**src/rtl/ga20_pkg.sv**
```systemverilog
// ga20_pkg: widths, FSM state type and byte-lane helper shared by the GA20 sample cache.
// Revision 1.0
`default_nettype none

package ga20_pkg;
  localparam int GA20_ADDR_W     = 20;
  localparam int GA20_LINE_BYTES = 8;
  localparam int GA20_TAG_W      = 17;
  localparam int GA20_SDR_AW     = 25;
  localparam int GA20_LINE_W     = GA20_LINE_BYTES * 8;

  typedef enum logic [1:0] {
    ST_IDLE   = 2'd0,
    ST_LOOKUP = 2'd1,
    ST_FILL   = 2'd2
  } ga20_state_e;

  function automatic logic [7:0] ga20_byte(input logic [GA20_LINE_W-1:0] d, input logic [2:0] sel);
    return d[8*sel +: 8];
  endfunction
endpackage

`default_nettype wire

```
**src/rtl/ga20_sample_cache_if.sv**
```systemverilog
// ga20_sample_cache_if: GA20 sample port plus SDRAM line-fill port of the sample cache.
// Revision 1.0
`default_nettype none

interface ga20_sample_cache_if;
  import ga20_pkg::*;

  logic                   rd;
  logic [GA20_ADDR_W-1:0] addr;
  logic                   flush;
  logic                   valid;
  logic [7:0]             dout;
  logic                   sdr_req;
  logic [GA20_SDR_AW-1:0] sdr_addr;
  logic                   sdr_ack;
  logic [GA20_LINE_W-1:0] sdr_data;

  modport slave  (input rd, addr, flush, sdr_ack, sdr_data,
                  output valid, dout, sdr_req, sdr_addr);
  modport master (output rd, addr, flush, sdr_ack, sdr_data,
                  input valid, dout, sdr_req, sdr_addr);
endinterface

`default_nettype wire

```
**src/rtl/ga20_tag_match.sv**
```systemverilog
// ga20_tag_match: single-cycle fully-associative tag compare, hit flag plus one-hot way.
// Revision 1.0
`default_nettype none

module ga20_tag_match
  import ga20_pkg::*;
#(
  parameter int LINES = 4
) (
  input  logic [GA20_TAG_W-1:0]            i_tag,
  input  logic [LINES-1:0][GA20_TAG_W-1:0] i_tags,
  input  logic [LINES-1:0]                 i_vld,
  output logic                             o_hit,
  output logic [LINES-1:0]                 o_onehot
);
  for (genvar g = 0; g < LINES; g++) begin : g_way
    assign o_onehot[g] = i_vld[g] && (i_tags[g] == i_tag);
  end

  assign o_hit = |o_onehot;
endmodule

`default_nettype wire

```
**src/rtl/ga20_sample_cache.sv**
```systemverilog
// ga20_sample_cache: small fully-associative line cache between the GA20 sample port and SDRAM.
// Revision 1.0
`default_nettype none

module ga20_sample_cache
  import ga20_pkg::*;
#(
  parameter int                     LINES    = 4,
  parameter logic [GA20_SDR_AW-1:0] ROM_BASE = 25'h0
) (
  input  logic               clk,
  input  logic               reset,
  ga20_sample_cache_if.slave bus
);
  localparam int VW = (LINES > 1) ? $clog2(LINES) : 1;

  ga20_state_e                     r_state, w_state_nx;
  logic [GA20_ADDR_W-1:0]          r_req_addr;
  logic [GA20_TAG_W-1:0]           r_fill_tag;
  logic                            r_valid;
  logic [7:0]                      r_dout;
  logic                            r_sdr_req;
  logic [GA20_SDR_AW-1:0]          r_sdr_addr;
  logic [LINES-1:0]                r_line_vld;
  logic [LINES-1:0][GA20_TAG_W-1:0] r_tag;
  logic [GA20_LINE_W-1:0]          r_data [LINES];
  logic [VW-1:0]                   r_victim;
  logic                            r_redo;
  logic                            r_drop;

  logic                   w_hit;
  logic [LINES-1:0]       w_onehot;
  logic [GA20_LINE_W-1:0] w_hit_data;
  logic                   w_hit_ret, w_start_fill, w_fill_done, w_fill_ret, w_install;

  ga20_tag_match #(.LINES(LINES)) u_match (
    .i_tag    (r_req_addr[GA20_ADDR_W-1:3]),
    .i_tags   (r_tag),
    .i_vld    (r_line_vld),
    .o_hit    (w_hit),
    .o_onehot (w_onehot)
  );

  always_comb begin
    w_hit_data = '0;
    for (int i = 0; i < LINES; i++)
      if (w_onehot[i]) w_hit_data = w_hit_data | r_data[i];
  end

  always_ff @(posedge clk) begin
    if (reset) r_state <= ST_IDLE;
    else       r_state <= w_state_nx;
  end

  always_comb begin
    w_state_nx   = r_state;
    w_hit_ret    = 1'b0;
    w_start_fill = 1'b0;
    w_fill_done  = 1'b0;
    w_fill_ret   = 1'b0;
    case (r_state)
      ST_IDLE: ;
      ST_LOOKUP: begin
        if (w_hit) begin
          w_hit_ret  = 1'b1;
          w_state_nx = ST_IDLE;
        end else begin
          w_start_fill = 1'b1;
          w_state_nx   = ST_FILL;
        end
      end
      ST_FILL: begin
        if (bus.sdr_ack) begin
          w_fill_done = 1'b1;
          if (r_redo) begin
            w_state_nx = ST_LOOKUP;
          end else begin
            w_fill_ret = 1'b1;
            w_state_nx = ST_IDLE;
          end
        end
      end
      default: w_state_nx = ST_IDLE;
    endcase
    // A new read overrides any result; an in-flight fill must still see its ack first.
    if (bus.rd) begin
      w_hit_ret    = 1'b0;
      w_fill_ret   = 1'b0;
      w_start_fill = 1'b0;
      w_state_nx   = (r_state == ST_FILL && !bus.sdr_ack) ? ST_FILL : ST_LOOKUP;
    end
  end

  assign w_install = w_fill_done && !r_drop && !bus.flush;

  always_ff @(posedge clk) begin
    if (reset) begin
      r_req_addr <= '0;
      r_fill_tag <= '0;
      r_valid    <= 1'b0;
      r_dout     <= 8'h00;
      r_sdr_req  <= 1'b0;
      r_sdr_addr <= '0;
      r_line_vld <= '0;
      r_victim   <= '0;
      r_redo     <= 1'b0;
      r_drop     <= 1'b0;
    end else begin
      if (bus.rd) begin
        r_req_addr <= bus.addr;
        r_valid    <= 1'b0;
      end
      if (w_hit_ret) begin
        r_valid <= 1'b1;
        r_dout  <= ga20_byte(w_hit_data, r_req_addr[2:0]);
      end
      if (w_fill_ret) begin
        r_valid <= 1'b1;
        r_dout  <= ga20_byte(bus.sdr_data, r_req_addr[2:0]);
      end
      if (w_start_fill) begin
        r_sdr_req  <= 1'b1;
        r_sdr_addr <= ROM_BASE + {5'b0, r_req_addr[GA20_ADDR_W-1:3], 3'b000};
        r_fill_tag <= r_req_addr[GA20_ADDR_W-1:3];
        r_redo     <= 1'b0;
        r_drop     <= 1'b0;
      end
      if (r_state == ST_FILL && bus.rd)    r_redo <= 1'b1;
      if (r_state == ST_FILL && bus.flush) r_drop <= 1'b1;
      if (w_fill_done) r_sdr_req <= 1'b0;
      if (w_install) begin
        r_line_vld[r_victim] <= 1'b1;
        r_victim <= (r_victim == VW'(LINES - 1)) ? '0 : r_victim + VW'(1);
      end
      if (bus.flush) begin
        r_line_vld <= '0;
        r_victim   <= '0;
      end
    end
  end

  always_ff @(posedge clk) begin
    if (w_install) begin
      r_data[r_victim] <= bus.sdr_data;
      r_tag[r_victim]  <= r_fill_tag;
    end
  end

  assign bus.valid    = r_valid;
  assign bus.dout     = r_dout;
  assign bus.sdr_req  = r_sdr_req;
  assign bus.sdr_addr = r_sdr_addr;
endmodule

`default_nettype wire

```
**src/flat_wrapper.sv**
```systemverilog
// flat-port wrapper written by rule: the top's interface ports become plain ports
module ga20_sample_cache_flat import ga20_pkg::*;
#(
  parameter int                     LINES    = 4,
  parameter logic [GA20_SDR_AW-1:0] ROM_BASE = 25'h0
)
  (clk, reset, bus_rd, bus_addr, bus_flush, bus_sdr_ack, bus_sdr_data, bus_valid, bus_dout, bus_sdr_req, bus_sdr_addr);
  ga20_sample_cache_if bus_i ();
  input  logic clk;
  input  logic reset;
  input wire logic [$bits(bus_i.rd)-1:0] bus_rd;
  input wire logic [$bits(bus_i.addr)-1:0] bus_addr;
  input wire logic [$bits(bus_i.flush)-1:0] bus_flush;
  input wire logic [$bits(bus_i.sdr_ack)-1:0] bus_sdr_ack;
  input wire logic [$bits(bus_i.sdr_data)-1:0] bus_sdr_data;
  output wire logic [$bits(bus_i.valid)-1:0] bus_valid;
  output wire logic [$bits(bus_i.dout)-1:0] bus_dout;
  output wire logic [$bits(bus_i.sdr_req)-1:0] bus_sdr_req;
  output wire logic [$bits(bus_i.sdr_addr)-1:0] bus_sdr_addr;
  assign bus_i.rd = bus_rd;
  assign bus_i.addr = bus_addr;
  assign bus_i.flush = bus_flush;
  assign bus_i.sdr_ack = bus_sdr_ack;
  assign bus_i.sdr_data = bus_sdr_data;
  assign bus_valid = bus_i.valid;
  assign bus_dout = bus_i.dout;
  assign bus_sdr_req = bus_i.sdr_req;
  assign bus_sdr_addr = bus_i.sdr_addr;
  ga20_sample_cache #(.LINES(LINES), .ROM_BASE(ROM_BASE)) u_core (.clk(clk), .reset(reset), .bus(bus_i));
endmodule
```
**config.mk**
```make
export PLATFORM = sky130hd
export DESIGN_NAME = ga20_sample_cache_flat
export DESIGN_NICKNAME = d
export VERILOG_FILES = /design/src/rtl/ga20_pkg.sv /design/src/rtl/ga20_sample_cache_if.sv /design/src/rtl/ga20_tag_match.sv /design/src/rtl/ga20_sample_cache.sv /design/src/flat_wrapper.sv
export SDC_FILE = /design/constraint.sdc
export NUM_CORES = 1
export LEC_CHECK = 0
export ABC_CLOCK_PERIOD_IN_PS = 4900
export CAP_MARGIN = 20
export CELL_PAD_IN_SITES_DETAIL_PLACEMENT = 0
export CELL_PAD_IN_SITES_GLOBAL_PLACEMENT = 1
export CORE_MARGIN = 4
export CORE_UTILIZATION = 30
export CTS_BUF_LIST = sky130_fd_sc_hd__clkbuf_2
export DETAILED_ROUTE_END_ITERATION = 10
export GPL_ROUTABILITY_DRIVEN = 0
export PLACE_DENSITY = 0.56
export SYNTH_ARGS = -nofsm -noshare
export SYNTH_HDL_FRONTEND = slang
export SYNTH_SLANG_ARGS = --single-unit
```
**constraint.sdc**
```tcl
create_clock -name clk -period 4.9 [get_ports clk]
set_input_delay 0.735 -clock clk [delete_from_list [all_inputs] [get_ports clk]]
set_output_delay 0.735 -clock clk [all_outputs]
set_load 0.05 [all_outputs]
```
## Word-level counts from Yosys, hierarchy flattened

Memories as Yosys holds them, arrays and structs flattened.
Index checks and enable logic that the tools add are counted.

| operators by class | value |
|---|---|
| add/sub/neg operators | 1 |
| order comparisons | 2 |
| equal/unequal tests | 9 |
| shift-type cells | 2 |
| mux-type cells | 38 |
| bitwise logic cells | 4 |
| reduce and logical (&&, ||, !) cells | 22 |

Operators with widths:

| operator | count |
|---|---|
| 2-to-1 mux 64 bit | 4 |
| OR 64 bit | 3 |
| variable part select 64 x 7 -> 8 bit | 2 |
| bitwise mux 68 bit | 1 |
| == test 17 bit | 4 |
| demux 17 bit (select 2 bit) | 1 |
| 2-to-1 mux 1 bit | 22 |
| 2-to-1 mux 17 bit | 1 |
| 2-to-1 mux 8 bit | 2 |
| logical AND 1 bit | 10 |
| 2-to-1 mux 2 bit | 5 |
| case mux 2 bit (3 select lines) | 1 |
| nonzero test 2 bit | 3 |
| == test 2 bit, second input constant | 2 |
| OR 4 bit | 1 |
| OR reduction 2 bit | 2 |
| OR reduction 4 bit | 1 |
| zero test 1 bit | 3 |
| less-than comparator 2 x 3 -> 1 bit, second input constant | 1 |
| != test 3 bit, second input constant | 1 |
| nonzero test 3 bit | 1 |
| adder 2 x 1 -> 2 bit, second input constant | 1 |
| demux 1 bit (select 2 bit) | 1 |
| == test 2 x 1 -> 1 bit, second input constant | 1 |
| 4 further kinds | 4 |

| storage, ports and cells | value |
|---|---|
| flip-flop bits (word level) | 125 |
| bits in writable memories | 256 |
| input bits | 89 |
| output and inout bits | 35 |
| word-level logic and storage cells | 93 |
| memories kept | 1 |

Memories:

| memory | words | width | rd ports | clocked after memory_dff | wr ports | RTL line | RTL |
|---|---|---|---|---|---|---|---|
| u_core.r_data | 4 | 64 | 4 | 0 | 1 | ga20_sample_cache.sv:26 | `logic [GA20_LINE_W-1:0] r_data [LINES];` |

## Logic depth before layout (Yosys ltp)

| logic depth | value |
|---|---|
| depth in word-level cells | 12 |
| mapped depth | 12 |
| depth with buffers taken out | 9 |

## By module

Synthesis repeated with hierarchy kept, for this count alone.

| unflattened totals | value |
|---|---|
| cell total of the unflattened synthesis | 1012 |
| area total of the unflattened synthesis | 15021.9 sq um |

By module, submodules not included:

| module | times used | cells an instance | area each (sq um) | seq. area each (sq um) |
|---|---|---|---|---|
| ga20_sample_cache | 1 | 915 | 14236.2 | 10870.4 |
| ga20_tag_match | 1 | 97 | 785.8 | 0.0 |

## Least setup slack after synthesis

OpenSTA, ideal clock, no wires.

| timing path | value |
|---|---|
| path kind | input-to-reg |
| start point | in bus_sdr_ack |
| end point | mem u_core.r_data[0][0] in the netlist's numbering, enable pin |
| setup time | 449 ps |
| arrival time | 3180 ps |
| data required time | 4451 ps |
| setup slack | 1271 ps |
| stages | 3 |
| path buffers | 0 |
| cells stage by stage | nand2_1 nor3_1 and2_1 |

| between the ends | value |
|---|---|
| cells in the longest elaborated chain, start to end | 6 |

Ends and longest elaborated chain:

| element | RTL line | RTL |
|---|---|---|
| start: declaration | flat_wrapper.sv:14 | `input wire logic [$bits(bus_i.sdr_ack)-1:0] bus_sdr_ack;` |
| 2-to-1 mux 1 bit | ga20_sample_cache.sv:73 | `if (bus.sdr_ack) begin` |
| 2-to-1 mux 1 bit | ga20_sample_cache.sv:61 | `case (r_state)` |
| logical AND 1 bit (2 in a row) | ga20_sample_cache.sv:94 | `assign w_install = w_fill_done && !r_drop && !bus.flush;` |
| 2-to-1 mux 1 bit | ga20_sample_cache.sv:143 | `if (w_install) begin` |
| 2-to-1 mux 1 bit (implied by the code) | ga20_sample_cache.sv:144 | `r_data[r_victim] <= bus.sdr_data;` |
| end: declaration | ga20_sample_cache.sv:26 |  |

No other way between the ends.

## Worst setup path in the final report

| timing path | value |
|---|---|
| start point | reg u_core.r_req_addr[9] |
| end point | reg u_core.r_dout[4], in the netlist u_core.bus.dout[4] |

| between the ends | value |
|---|---|
| cells in the longest elaborated chain, start to end | 12 |
| elaborated cells between the ends (all ways) | 23 |
| those cells by class | 4 x eq/ne; 1 x shift; 9 x mux; 3 x bitwise; 6 x reduce/logical |

Ends and longest elaborated chain:

| element | RTL line | RTL |
|---|---|---|
| start: declaration | ga20_sample_cache.sv:18 | `logic [GA20_ADDR_W-1:0] r_req_addr;` |
| start signal: assignment | ga20_sample_cache.sv:110 | `r_req_addr <= bus.addr;` |
| == test 17 bit | ga20_tag_match.sv:17 | `assign o_onehot[g] = i_vld[g] && (i_tags[g] == i_tag);` |
| logical AND 1 bit | ga20_tag_match.sv:17 |  |
| 2-to-1 mux 64 bit | ga20_sample_cache.sv:47 | `if (w_onehot[i]) w_hit_data = w_hit_data \| r_data[i];` |
| OR 64 bit | ga20_sample_cache.sv:47 |  |
| 2-to-1 mux 64 bit | ga20_sample_cache.sv:47 |  |
| OR 64 bit | ga20_sample_cache.sv:47 |  |
| 2-to-1 mux 64 bit | ga20_sample_cache.sv:47 |  |
| OR 64 bit | ga20_sample_cache.sv:47 |  |
| 2-to-1 mux 64 bit | ga20_sample_cache.sv:47 |  |
| variable part select 64 x 7 -> 8 bit | ga20_pkg.sv:19 | `return d[8*sel +: 8];` |
| 2-to-1 mux 8 bit | ga20_sample_cache.sv:113 | `if (w_hit_ret) begin` |
| 2-to-1 mux 8 bit | ga20_sample_cache.sv:117 | `if (w_fill_ret) begin` |
| end signal: assignment | ga20_sample_cache.sv:115 | `r_dout <= ga20_byte(w_hit_data, r_req_addr[2:0]);` |
| end signal: assignment | ga20_sample_cache.sv:119 | `r_dout <= ga20_byte(bus.sdr_data, r_req_addr[2:0]);` |
| end: declaration | ga20_sample_cache.sv:21 | `logic [7:0] r_dout;` |

Several ways; a longest one is shown, not always the timed one. The select of a mux whose other input is x is not followed.
A chain may end at the register's enable or synchronous reset.

==> impl_metrics.py <==
metrics = {
    "run_status": {
        "status": "finished, final reports clean",
    },
    "clocking": {
        "clk_latency_ps": 1090,
        "clock-sinks": 381,
        "ctsHoldBuffers": 1,
        "clk_pin_slew_worst_paths_ps": 110,
        "cts_tree": "done",
        "cts_buffers": 100,
        "postCtsSetupBuffers": 0,
        "cts-htree-levels": 3,
        "clk_path_buf_depth": 3,
        "ctsResizeCount": 0,
        "cts_root_buffer": "clkbuf_2",
    },
    "synthesis": {
        "synth_compound_area_frac": 0.128,
        "synthMuxAreaShare": 0.0174,
        "yosys_warnings": 0,
        "synth_top_area_share": 0.640,
        "yosysSeqAreaShare": 0.715,
        "synth_top_family_by_area": "compound AO/OA/AOI/OAI gates",
        "synth-edff-count": 324,
        "synth.largest_area_cell": "edfxtp_1",
        "synth_ff_type": "edfxtp_1",
        "synth-adder-area-share": 0.00576,
        "synthSimpleGateAreaFrac": 0.0561,
        "ys_seq_elements": 381,
        "synthTopCellsByCount": "edfxtp_1, a22oi_1, nor2_1",
        "synth_xor_area_frac": 0.0392,
        "syn-cell-area_sq_um": 15200,
        "synth_cell_type_count": 54,
        "synth_area_per_cell_sq_um": 14.7,
        "async_flop_share": 0,
        "synth_area_leaders": "edfxtp_1, dfxtp_1, a22oi_1",
        "yosysMostFrequentCell": "edfxtp_1",
        "synthCells": 1037,
    },
    "cells_and_area": {
        "utilization": 0.357,
        "layout-drive-gt1-share": 0.168,
        "fin_cells": 1952,
        "final_nets": 1291,
        "area_delta_synth_final_pct": 17.7,
        "final.fill_count": 4903,
        "fin_area_sq_um": 17900,
        "multi_input_area_sq_um": 3810,
        "seqCellArea_sq_um": 10900,
    },
    "global_routing": {
        "grt_pass1_vias": 9718,
        "antenna_found_initial": 2,
        "overflow": 0,
        "grt_usage": 0.152,
        "grt_pass1_wl_mm": 61.7,
        "grt_max_degree": 83,
    },
    "floorplan": {
        "start_util": 0.303,
        "placementRows": 82,
        "die_w_microns": 233,
        "ioPinCount": 124,
        "coreArea_sq_um": 50200,
        "die_area_sq_um": 54300,
        "die_y_microns": 233,
    },
    "drt": {
        "drt_pass1_iterations": 5,
        "vias": 9491,
        "vias_per_cell": 4.86,
        "wl_per_cell_microns": 21.3,
        "drtIter0Drc": 612,
        "drt_wl_total_mm": 41.5,
        "drc": 0,
        "final_antenna_net_count": 0,
    },
    "placed_design": {
        "placed_cell_area_sq_um": 16900,
        "hpwl_mm": 24.9,
        "place_ws_ps": 1440,
        "place_inst": 1764,
        "portBuffers": 115,
    },
    "timing": {
        "worst_pin_slew_ps": 1050,
        "hold_slack_ps": 309,
        "maxSlewViolCount": 0,
        "fin_tns_setup_ps": 0,
        "layout_setup_ws_ps": 1660,
        "max_freq_ghz": 0.309,
        "rsz0062_at_grt": "no",
        "finClkSkew_ps": 122,
        "finalHoldViolations": 0,
        "setup_viol": 0,
        "fin_crit_ps": 3240,
        "finalCritPeriodShare": 0.661,
        "relSlewSlack": 0.300,
    },
    "worst_setup_path": {
        "worst-path-max-fanout": 66,
        "start_kind": "register",
        "crit_type": "reg -> reg",
        "cp.arrival_ps": 4190,
        "endpoint_kind": "register",
        "worstPathRequired_ps": 5850,
    },
    "power": {
        "p_switching_mw": 1.55,
        "total_power_mw": 6.15,
        "pwr-share-seq": 0.580,
        "power.leakage_nw": 5.66,
        "clockPowerShare": 0.370,
        "powerDensity_nw_per_um2": 344,
        "pwr-share-comb": 0.049,
        "swShare": 0.251,
        "vdd_drop_max_v": 0.000122,
        "intPower_mw": 4.61,
    },
    "hold_path": {
        "hold_path.class": "in -> reg",
    },
    "run": {
        "cap_viol_max_count": 0,
    },
}
-- worst max-delay path, cell delays in order (launching register included) --
cell and delay (ps):
dfxtp_1 570, xor2_1 120, nor4_1 400, nand3_1 270, nor3_4 280, buf_12 350, o41ai_1 210, a21oi_2 570
o2111a_1 340, a211oi_2 70
-- metal layers --
metal	vias to the layer above	part of all wire	global-route usage
met5	-	0.00031	0
met4	2	0.020	0.0504
met3	72	0.058	0.0410
met2	303	0.47	0.239
met1	4721	0.45	0.204
li1	4393	-	-
-- cells by family (layout without fill, tap and decap cells) --
kind of cell | after synthesis | count (layout)
DFF | 381 | 381
AOI/OAI and AO/OA | 273 | 273
and+or+nand+nor | 188 | 188
buffers and inverters | 95 | 329
xor gates and xnor gates | 68 | 68
muxes | 24 | 24
adders and majority gates | 7 | 7
other | 1 | 10
-- area by class of cell --
type,instances,area share
Inverter,8,0.00168
Sequential cell,381,0.607
Timing Repair Buffer,136,0.0776
Clock inverter,17,0.00622
Clock buffer,168,0.0470
Antenna cell,2,0.000280
Tap cell,672,0.0470
Multi-Input combinational cell,568,0.213
-- power groups by stage --
| stage | sequential (mW) | combinational, mW | clock, mW |
|---|---|---|---|
| 6_report | 3.57 | 0.304 | 2.28 |
| 5_1_grt | 3.57 | 0.329 | 2.54 |
| 3_5_place_dp | 3.64 | 0.306 | 0 |
| 4_1_cts | 3.57 | 0.309 | 2.38 |
| 3_3_place_gp | 3.64 | 0.305 | 0 |
| 2_1_floorplan | 3.63 | 0.153 | 0 |
-- cell usage in the layout, fill, tap and decap left out, drive strengths merged, types with 3 or more instances in the layout --
master         instances
edfxtp               324
clkbuf               168
clkdlybuf4s50        113
a22oi                105
nor2                  82
dfxtp                 57
nand2                 49
xor2                  40
a21oi                 36
a31oi                 30
o21ai                 30
xnor2                 28
mux2i                 22
buf                   22
a311oi                19
nor4                  14
nand3                 12
clkinv                12
inv                   11
a221oi                10
a211oi                10
nor3                  10
a22o                   9
conb                   8
ha                     7
nand4                  6
and2                   6
a222oi                 4
nor2b                  3
o21a                   3
o2111ai                3
or3                    3
-- worst paths after layout --
kind | startpoint | end | slack (ps) | depth (start not counted)
setup / recovery | u_core.r_req_addr[9] | u_core.bus.dout[4] | 1660 | 9
setup reg to reg | u_core.r_req_addr[9] | u_core.bus.dout[4] | 1660 | 9
hold / removal | bus_sdr_data[1] | u_core.r_data[3][1] | 310 | 1
hold reg to reg | u_core.r_line_vld[3] | u_core.r_line_vld[3] | 490 | 2
-- state kept, by name, summed over array words and instances (netlist names), 2 cells and up --
signal             cells
u_core.bus.dout        8
u_core.r_req_addr     20
u_core.r_victim        2
u_core.r_data        256
u_core.r_fill_tag     17
u_core.r_tag          68
u_core.r_line_vld      4
u_core.r_state         2
Note: power is estimated with default switching activity, not from simulation.
